**src/rtl/stepper_sequencer_if.sv**
```systemverilog
// rtl/stepper_sequencer_if.sv - command, step-pulse and coil-drive bundle for the stepper sequencer
// master drives the move command and step pulses; slave is the sequencer.
interface stepper_sequencer_if #(
   parameter int CNT_W = 16,
   parameter int POS_W = 16
);
   logic             step_in;
   logic             dir;
   logic             half_step;
   logic             hold;
   logic             start;
   logic             stop;
   logic [CNT_W-1:0] steps_req;
   logic [3:0]       coils;
   logic             busy;
   logic             done;
   logic [POS_W-1:0] position;

   modport master (
      output step_in, dir, half_step, hold, start, stop, steps_req,
      input  coils, busy, done, position
   );

   modport slave (
      input  step_in, dir, half_step, hold, start, stop, steps_req,
      output coils, busy, done, position
   );
endinterface

```
**src/rtl/stepper_sequencer.sv**
```systemverilog
// rtl/stepper_sequencer.sv - step-edge driven coil phase sequencer with counted moves
// Advances an 8-entry coil phase table per step_in rising edge and tracks signed half-step position.
module stepper_sequencer #(
   parameter int CNT_W = 16,
   parameter int POS_W = 16
) (
   input  logic                clk,
   input  logic                rst,
   stepper_sequencer_if.slave  bus
);

   typedef enum logic {
      IDLE = 1'b0,
      RUN  = 1'b1
   } state_t;

   state_t           r_state;
   logic             r_step_q;
   logic [2:0]       r_index;
   logic [CNT_W-1:0] r_remaining;
   logic [POS_W-1:0] r_position;
   logic             r_busy;
   logic             r_done;

   logic             w_step_edge;
   logic [1:0]       w_mag;
   logic [2:0]       w_index_next;
   logic [POS_W-1:0] w_pos_next;
   logic [3:0]       w_phase;

   assign w_step_edge = bus.step_in & ~r_step_q;

   // Full-step from an even index is a one-notch alignment step onto the two-coil phases.
   assign w_mag = (bus.half_step | ~r_index[0]) ? 2'd1 : 2'd2;

   assign w_index_next = bus.dir ? (r_index + {1'b0, w_mag})
                                 : (r_index - {1'b0, w_mag});
   assign w_pos_next   = bus.dir ? (r_position + {{(POS_W-2){1'b0}}, w_mag})
                                 : (r_position - {{(POS_W-2){1'b0}}, w_mag});

   always_comb begin
      w_phase = 4'b0000;
      case (r_index)
         3'd0: w_phase = 4'b1000;
         3'd1: w_phase = 4'b1100;
         3'd2: w_phase = 4'b0100;
         3'd3: w_phase = 4'b0110;
         3'd4: w_phase = 4'b0010;
         3'd5: w_phase = 4'b0011;
         3'd6: w_phase = 4'b0001;
         3'd7: w_phase = 4'b1001;
         default: w_phase = 4'b0000;
      endcase
   end

   always_ff @(posedge clk) begin
      if (rst) begin
         r_state     <= IDLE;
         r_step_q    <= 1'b0;
         r_index     <= 3'd0;
         r_remaining <= '0;
         r_position  <= '0;
         r_busy      <= 1'b0;
         r_done      <= 1'b0;
      end else begin
         r_step_q <= bus.step_in;
         r_done   <= 1'b0;
         case (r_state)
            IDLE: begin
               if (bus.start & ~bus.stop) begin
                  if (bus.steps_req != '0) begin
                     r_state     <= RUN;
                     r_busy      <= 1'b1;
                     r_remaining <= bus.steps_req;
                  end else begin
                     r_done <= 1'b1;
                  end
               end
            end
            RUN: begin
               if (bus.stop) begin
                  r_state     <= IDLE;
                  r_busy      <= 1'b0;
                  r_remaining <= '0;
               end else if (w_step_edge) begin
                  r_index     <= w_index_next;
                  r_position  <= w_pos_next;
                  r_remaining <= r_remaining - 1'b1;
                  if (r_remaining == {{(CNT_W-1){1'b0}}, 1'b1}) begin
                     r_state <= IDLE;
                     r_busy  <= 1'b0;
                     r_done  <= 1'b1;
                  end
               end
            end
            default: begin
               r_state <= IDLE;
               r_busy  <= 1'b0;
            end
         endcase
      end
   end

   assign bus.coils    = (r_busy | bus.hold) ? w_phase : 4'b0000;
   assign bus.busy     = r_busy;
   assign bus.done     = r_done;
   assign bus.position = r_position;

endmodule

```
**src/flat_wrapper.sv**
```systemverilog
// flat-port wrapper written by rule: the top's interface ports become plain ports
module stepper_sequencer_flat 
#(
   parameter int CNT_W = 16,
   parameter int POS_W = 16
)
  (clk, rst, bus_step_in, bus_dir, bus_half_step, bus_hold, bus_start, bus_stop, bus_steps_req, bus_coils, bus_busy, bus_done, bus_position);
  stepper_sequencer_if #(.CNT_W(CNT_W), .POS_W(POS_W)) bus_i ();
  input  logic clk;
  input  logic rst;
  input wire logic [$bits(bus_i.step_in)-1:0] bus_step_in;
  input wire logic [$bits(bus_i.dir)-1:0] bus_dir;
  input wire logic [$bits(bus_i.half_step)-1:0] bus_half_step;
  input wire logic [$bits(bus_i.hold)-1:0] bus_hold;
  input wire logic [$bits(bus_i.start)-1:0] bus_start;
  input wire logic [$bits(bus_i.stop)-1:0] bus_stop;
  input wire logic [$bits(bus_i.steps_req)-1:0] bus_steps_req;
  output wire logic [$bits(bus_i.coils)-1:0] bus_coils;
  output wire logic [$bits(bus_i.busy)-1:0] bus_busy;
  output wire logic [$bits(bus_i.done)-1:0] bus_done;
  output wire logic [$bits(bus_i.position)-1:0] bus_position;
  assign bus_i.step_in = bus_step_in;
  assign bus_i.dir = bus_dir;
  assign bus_i.half_step = bus_half_step;
  assign bus_i.hold = bus_hold;
  assign bus_i.start = bus_start;
  assign bus_i.stop = bus_stop;
  assign bus_i.steps_req = bus_steps_req;
  assign bus_coils = bus_i.coils;
  assign bus_busy = bus_i.busy;
  assign bus_done = bus_i.done;
  assign bus_position = bus_i.position;
  stepper_sequencer #(.CNT_W(CNT_W), .POS_W(POS_W)) u_core (.clk(clk), .rst(rst), .bus(bus_i));
endmodule
```
**config.mk**
```make
export PLATFORM = sky130hd
export DESIGN_NAME = stepper_sequencer_flat
export DESIGN_NICKNAME = d
export VERILOG_FILES = /design/src/rtl/stepper_sequencer_if.sv /design/src/rtl/stepper_sequencer.sv /design/src/flat_wrapper.sv
export SDC_FILE = /design/constraint.sdc
export NUM_CORES = 1
export LEC_CHECK = 0
export BUFFER_PORTS_ARGS = -buffer_cell sky130_fd_sc_hd__buf_2
export CAP_MARGIN = 10
export CORE_ASPECT_RATIO = 1.25
export CORE_UTILIZATION = 52
export CTS_CLUSTER_DIAMETER = 150
export DETAILED_ROUTE_END_ITERATION = 8
export PLACE_DENSITY_LB_ADDON = 0.1
export SYNTH_ARGS = -nofsm -noshare
export SYNTH_HDL_FRONTEND = slang
export SYNTH_SLANG_ARGS = --single-unit
```
**constraint.sdc**
```tcl
create_clock -name clk -period 6.2 [get_ports clk]
set_input_delay 0.93 -clock clk [delete_from_list [all_inputs] [get_ports clk]]
set_output_delay 0.93 -clock clk [all_outputs]
set_load 0.01 [all_outputs]
```
## Word-level counts from Yosys, hierarchy flattened

Memories as Yosys holds them, arrays and structs flattened. A register that Yosys moved wholly into a read port is not among the register bits.
Cells that the tools add are included.

- Bits in registers: 39
- Memory bits (read-only): 32
- Input bits: 24
- Output and inout port bits: 22
- Logic and storage cells: 59
- Memories kept: 1

Memory list:

| memory | depth | bits a word | rd ports | clocked after Yosys merged registers in | wr ports | line | text |
|---|---|---|---|---|---|---|---|
| (no name shown) | 8 | 4 | 1 | 1 | 0 | stepper_sequencer.sv:43 | `case (r_index)` |

- Add/sub/neg operators: 5
- Equality and inequality tests: 5
- Multiplexer cells: 29
- Bitwise logic cells: 8
- Reduce and logical (&&, ||, !) cells: 4

Operators by type and width:

| cell | number |
|---|---|
| 16-bit 2-to-1 mux | 5 |
| 16-bit case mux with 2 select lines | 1 |
| 16-bit by 2-bit adder with 16-bit output | 1 |
| 16-bit by 1-bit equality test with 1-bit output, second input constant | 1 |
| 16-bit nonzero test | 1 |
| 16-bit by 1-bit subtractor with 16-bit output, second input constant | 1 |
| 16-bit by 2-bit subtractor with 16-bit output | 1 |
| 1-bit 2-to-1 mux | 15 |
| 3-bit 2-to-1 mux | 3 |
| 3-bit != test, second input constant | 2 |
| 1-bit case mux with 2 select lines | 3 |
| 3-bit AND reduction | 2 |
| 4-bit 2-to-1 mux | 1 |
| 2-bit by 1-bit != test with 1-bit output, second input constant | 2 |
| 1-bit inverter | 4 |
| 4-bit AND reduction | 1 |
| 3-bit by 2-bit adder with 3-bit output | 1 |
| 3-bit by 2-bit subtractor with 3-bit output | 1 |
| 1-bit AND | 2 |
| 2-bit 2-to-1 mux | 1 |
| 1-bit OR | 2 |

## Logic depth before layout (Yosys ltp)

- Depth in word-level cells: 7
- Depth in mapped cells: 10
- Gate-level depth less buffers: 10

## Least setup slack after synthesis

OpenSTA, ideal clock, no wires.

- Kind: input -> register
- Start point: input port bus_dir
- End point: register u_core.r_position[15], in the netlist u_core.bus.position[15]
- Library setup time: 0.134 ns
- Arrival: 2.773 ns
- Required time: 6.066 ns
- Slack: 3.293 ns
- Stages on the path: 7
- Path buffers: 0
- Cells stage by stage: inv_1 -> ha_1 -> o211a_1 -> a21o_1 -> a31oi_1 -> a211oi_1 -> or4_1

- Longest elaborated chain between the ends: 1

RTL lines:

| element | line | text |
|---|---|---|
| start: declaration | flat_wrapper.sv:12 | `input wire logic [$bits(bus_i.dir)-1:0] bus_dir;` |
| 16-bit 2-to-1 mux | stepper_sequencer.sv:38 | `assign w_pos_next = bus.dir ? (r_position + {{(POS_W-2){1'b0}}, w_mag})` |
| end signal: assignment | stepper_sequencer.sv:87 | `r_position <= w_pos_next;` |
| end: declaration | stepper_sequencer.sv:21 | `logic [POS_W-1:0] r_position;` |

Every way passes these cells.
A chain may end at the register's enable or synchronous reset.

## Final worst setup path

- Start point: input port bus_stop
- End point: register, netlist name u_core.w_phase[3]

- Longest elaborated chain between the ends: 4

RTL lines:

| element | line | text |
|---|---|---|
| start: declaration | flat_wrapper.sv:16 | `input wire logic [$bits(bus_i.stop)-1:0] bus_stop;` |
| 1-bit inverter | - |  |
| 3-bit AND reduction (no line) | - |  |
| 3-bit 2-to-1 mux (no line) (2 in series) | - |  |

Every way passes these cells.

==> impl_metrics.toml <==
[run_status]
status = "finished clean"

[placement]
place_congestion = 0.867
place_ws_ns = 2.79
numPortBuffers = 45
placed_area_sq_um = 3010
hpwl_mm = 4.83

[sta]
max_freq_mhz = 315
slew_headroom_pct = 37.8
fin_crit_sh_pct = 51.2
rsz0062_at_grt = "no"
fin_ws_ns = 3.03
slew_viol_final = 0
setup-violations-final = 0
tightest_slew_ns = 0.933
skew_ns = 0.0145
finalHoldViolations = 0
fin_crit_ns = 3.17
setup-tns-final_ns = 0

[cts]
tritoncts = "yes"
cts_setup_buffers = 0
path_clk_slew_ns = 0.08
cts_sinks = 43
cts_resized = 0
cts-root-buf = "clkbuf_8"
cts_hold_buf = 0
clockBufferDepth = 2
cts_made_buffers = 5
clk_latency_ns = 0.30
cts_htree_levels = 2

[critical_path]
cp.required_ns = 6.38
reg2reg_setup_slack_ns = 3.16
critPathSlowestCell = "nand2_1"
cpPeakStageDelay_ns = 0.68
cp_num_buf_inv = 1
cp-start-kind = "input port"
endpoint_kind = "flip-flop"
path_cells = "buf_2, nor2b_1, nand2_1, nor2_1, xnor2_1, nor2_1, mux2_2"
path_delay_family = "simple AND/OR/NAND/NOR gates"
arrival_ns = 3.35
path_common_cell = "nor2_1"
criticalPathCategory = "input port to flip-flop"
path_max_fanout = 21

[floorplan]
dieArea_sq_um = 5630
coreArea_sq_um = 5120
die_h_microns = 83.6
io_pins = 46
fp-row-count = 29
die_w_microns = 67.3
initial_core_util_pct = 54.2

[routing]
num_vias = 2718
wl_mm = 6.74
drtAntennaViolNets = 0
dr.pass1.iters = 4
drc_errors = 0
vias_per_cell = 6.04
wl_per_cell_microns = 15.0
drtIter0Drc = 178

[pwr]
max-vdd-ir-drop_mv = 0.0978
leakage_nw = 1.35
power.density_nw_per_um2 = 196

[synth]
avgSynthCellArea_sq_um = 7.90
synth_edf_count = 0
synth_cell_types = 57
ys.flop_type = "dfxtp_1"
yosys.area.top_type = "dfxtp_1"
syn_inst = 351
netlist_area_sq_um = 2770
yosysTopAreaCellShare_pct = 31.0
synth_common_cells = "dfxtp_1, nor2_1, nand2_1, a21oi_1, ha_1"
synthTopCellsByArea = "dfxtp_1, ha_1, nor2_1, a21oi_1, nand2_1"
synth-seq-cells = 43
synth_async_sr_flop_share_pct = 0
synth_fp_nets = 394
ys_warn_count = 0
yosysSeqAreaShare_pct = 31.0

[cells_and_area]
fin_area_sq_um = 3100
drive_gt1_share_pct = 16.2
finalNetCount = 430
area_growth_pct = 11.7
multi_input_area_sq_um = 1810
seq_area_sq_um = 861
nFillCells = 469
diodes = 0

[global_route]
grt_use_total_pct = 24.9
grt_antenna_before_repair = 0
grt_pass1_vias = 2421
grt_max_degree = 50
grt_pass1_wl_mm = 11.0
grt-ovfl-total = 0

[worst_hold_path]
hp-class = "flip-flop to flip-flop"

[run]
max_cap_violations = 0
## stage by stage
| stage | hold WS, ns | utilization (%) | std cells | power, W |
|---|---|---|---|---|
| 5_1_grt | 0.507 | 60.6 | 450 | 0.000638 |
| 3_5_place_dp | 0.465 | 58.9 | 442 | 0.000433 |
| 4_1_cts | 0.478 | 60.6 | 450 | 0.000609 |
| 2_1_floorplan | 0.462 | - | 351 | 0.000400 |
| 6_report | 0.473 | 60.6 | 450 | 0.000606 |
| 3_3_place_gp | 0.463 | 58.9 | 442 | 0.000431 |
## worst paths after layout
path	cells after the start	end	startpoint
max	7	u_core.w_phase[3]	bus_stop
min	2	u_core.bus.position[14]	u_core.bus.position[14]
max reg2reg	6	u_core.w_phase[3]	u_core.r_state
min reg2reg	2	u_core.bus.position[14]	u_core.bus.position[14]
## layout by cell type (no fill, tap or decap), types with 6 or more instances in the layout
cell type	n
buf_2	45
nor2_1	43
dfxtp_1	43
nand2_1	33
a21oi_1	31
ha_1	17
o21ai_0	14
inv_1	11
nor2b_1	10
nor3_1	10
a211oi_1	9
a21o_1	8
xor2_1	8
xnor2_1	6
nor4_1	6
a31oi_1	6
o21ai_1	6
## worst register-to-register path, cell delays in order, from the launching register on
cell	delay, ns
dfxtp_1	0.52
nor2b_1	0.74
nand2_1	0.68
nor2_1	0.29
xnor2_1	0.10
nor2_1	0.22
mux2_2	0.37
## registers in the layout (all words and copies together), names as in the netlist
name                 count
u_core.bus.position     16
u_core.r_remaining      16
u_core.w_phase           4
u_core.r_index           3
u_core.bus.busy          1
u_core.bus.done          1
u_core.r_state           1
u_core.r_step_q          1
## area by class of cell
cell class	count	area share [%]
multi-input combinational	281	58.4
clock inverter	2	0.404
clock buffer	6	2.34
tap	62	2.50
inverter	11	1.33
timing repair buffer	45	7.27
sequential	43	27.8
## power breakdown
| part | internal [W] | total [W] | switching, W |
|---|---|---|---|
| clock network | 0.0000789 | 0.000177 | 0.0000979 |
| logic | 0.0000518 | 0.000130 | 0.0000779 |
| registers | 0.000288 | 0.000299 | 0.0000117 |
## kinds of logic after synthesis
family | count (synthesis) | share of synthesized area [%]
AO/OA/AOI/OAI | 107 | 25.2
flip-flops | 43 | 31.0
adder cells (fa/ha/maj) | 19 | 9.12
multiplexers | 3 | 1.17
XOR/XNOR | 14 | 4.42
AND/OR/NAND/NOR | 138 | 25.3
buffers and inverters | 27 | 3.75
## layer usage
layer / GRT usage, % / routed length, microns / vias to the layer above
met5: 0 / 0 / -
met4: 8.51 / 108 / 0
met3: 4.37 / 261 / 12
met2: 42.9 / 3440 / 72
met1: 30.1 / 2930 / 1276
li1: - / - / 1358
No activity file was read; power rests on OpenSTA's default activity.
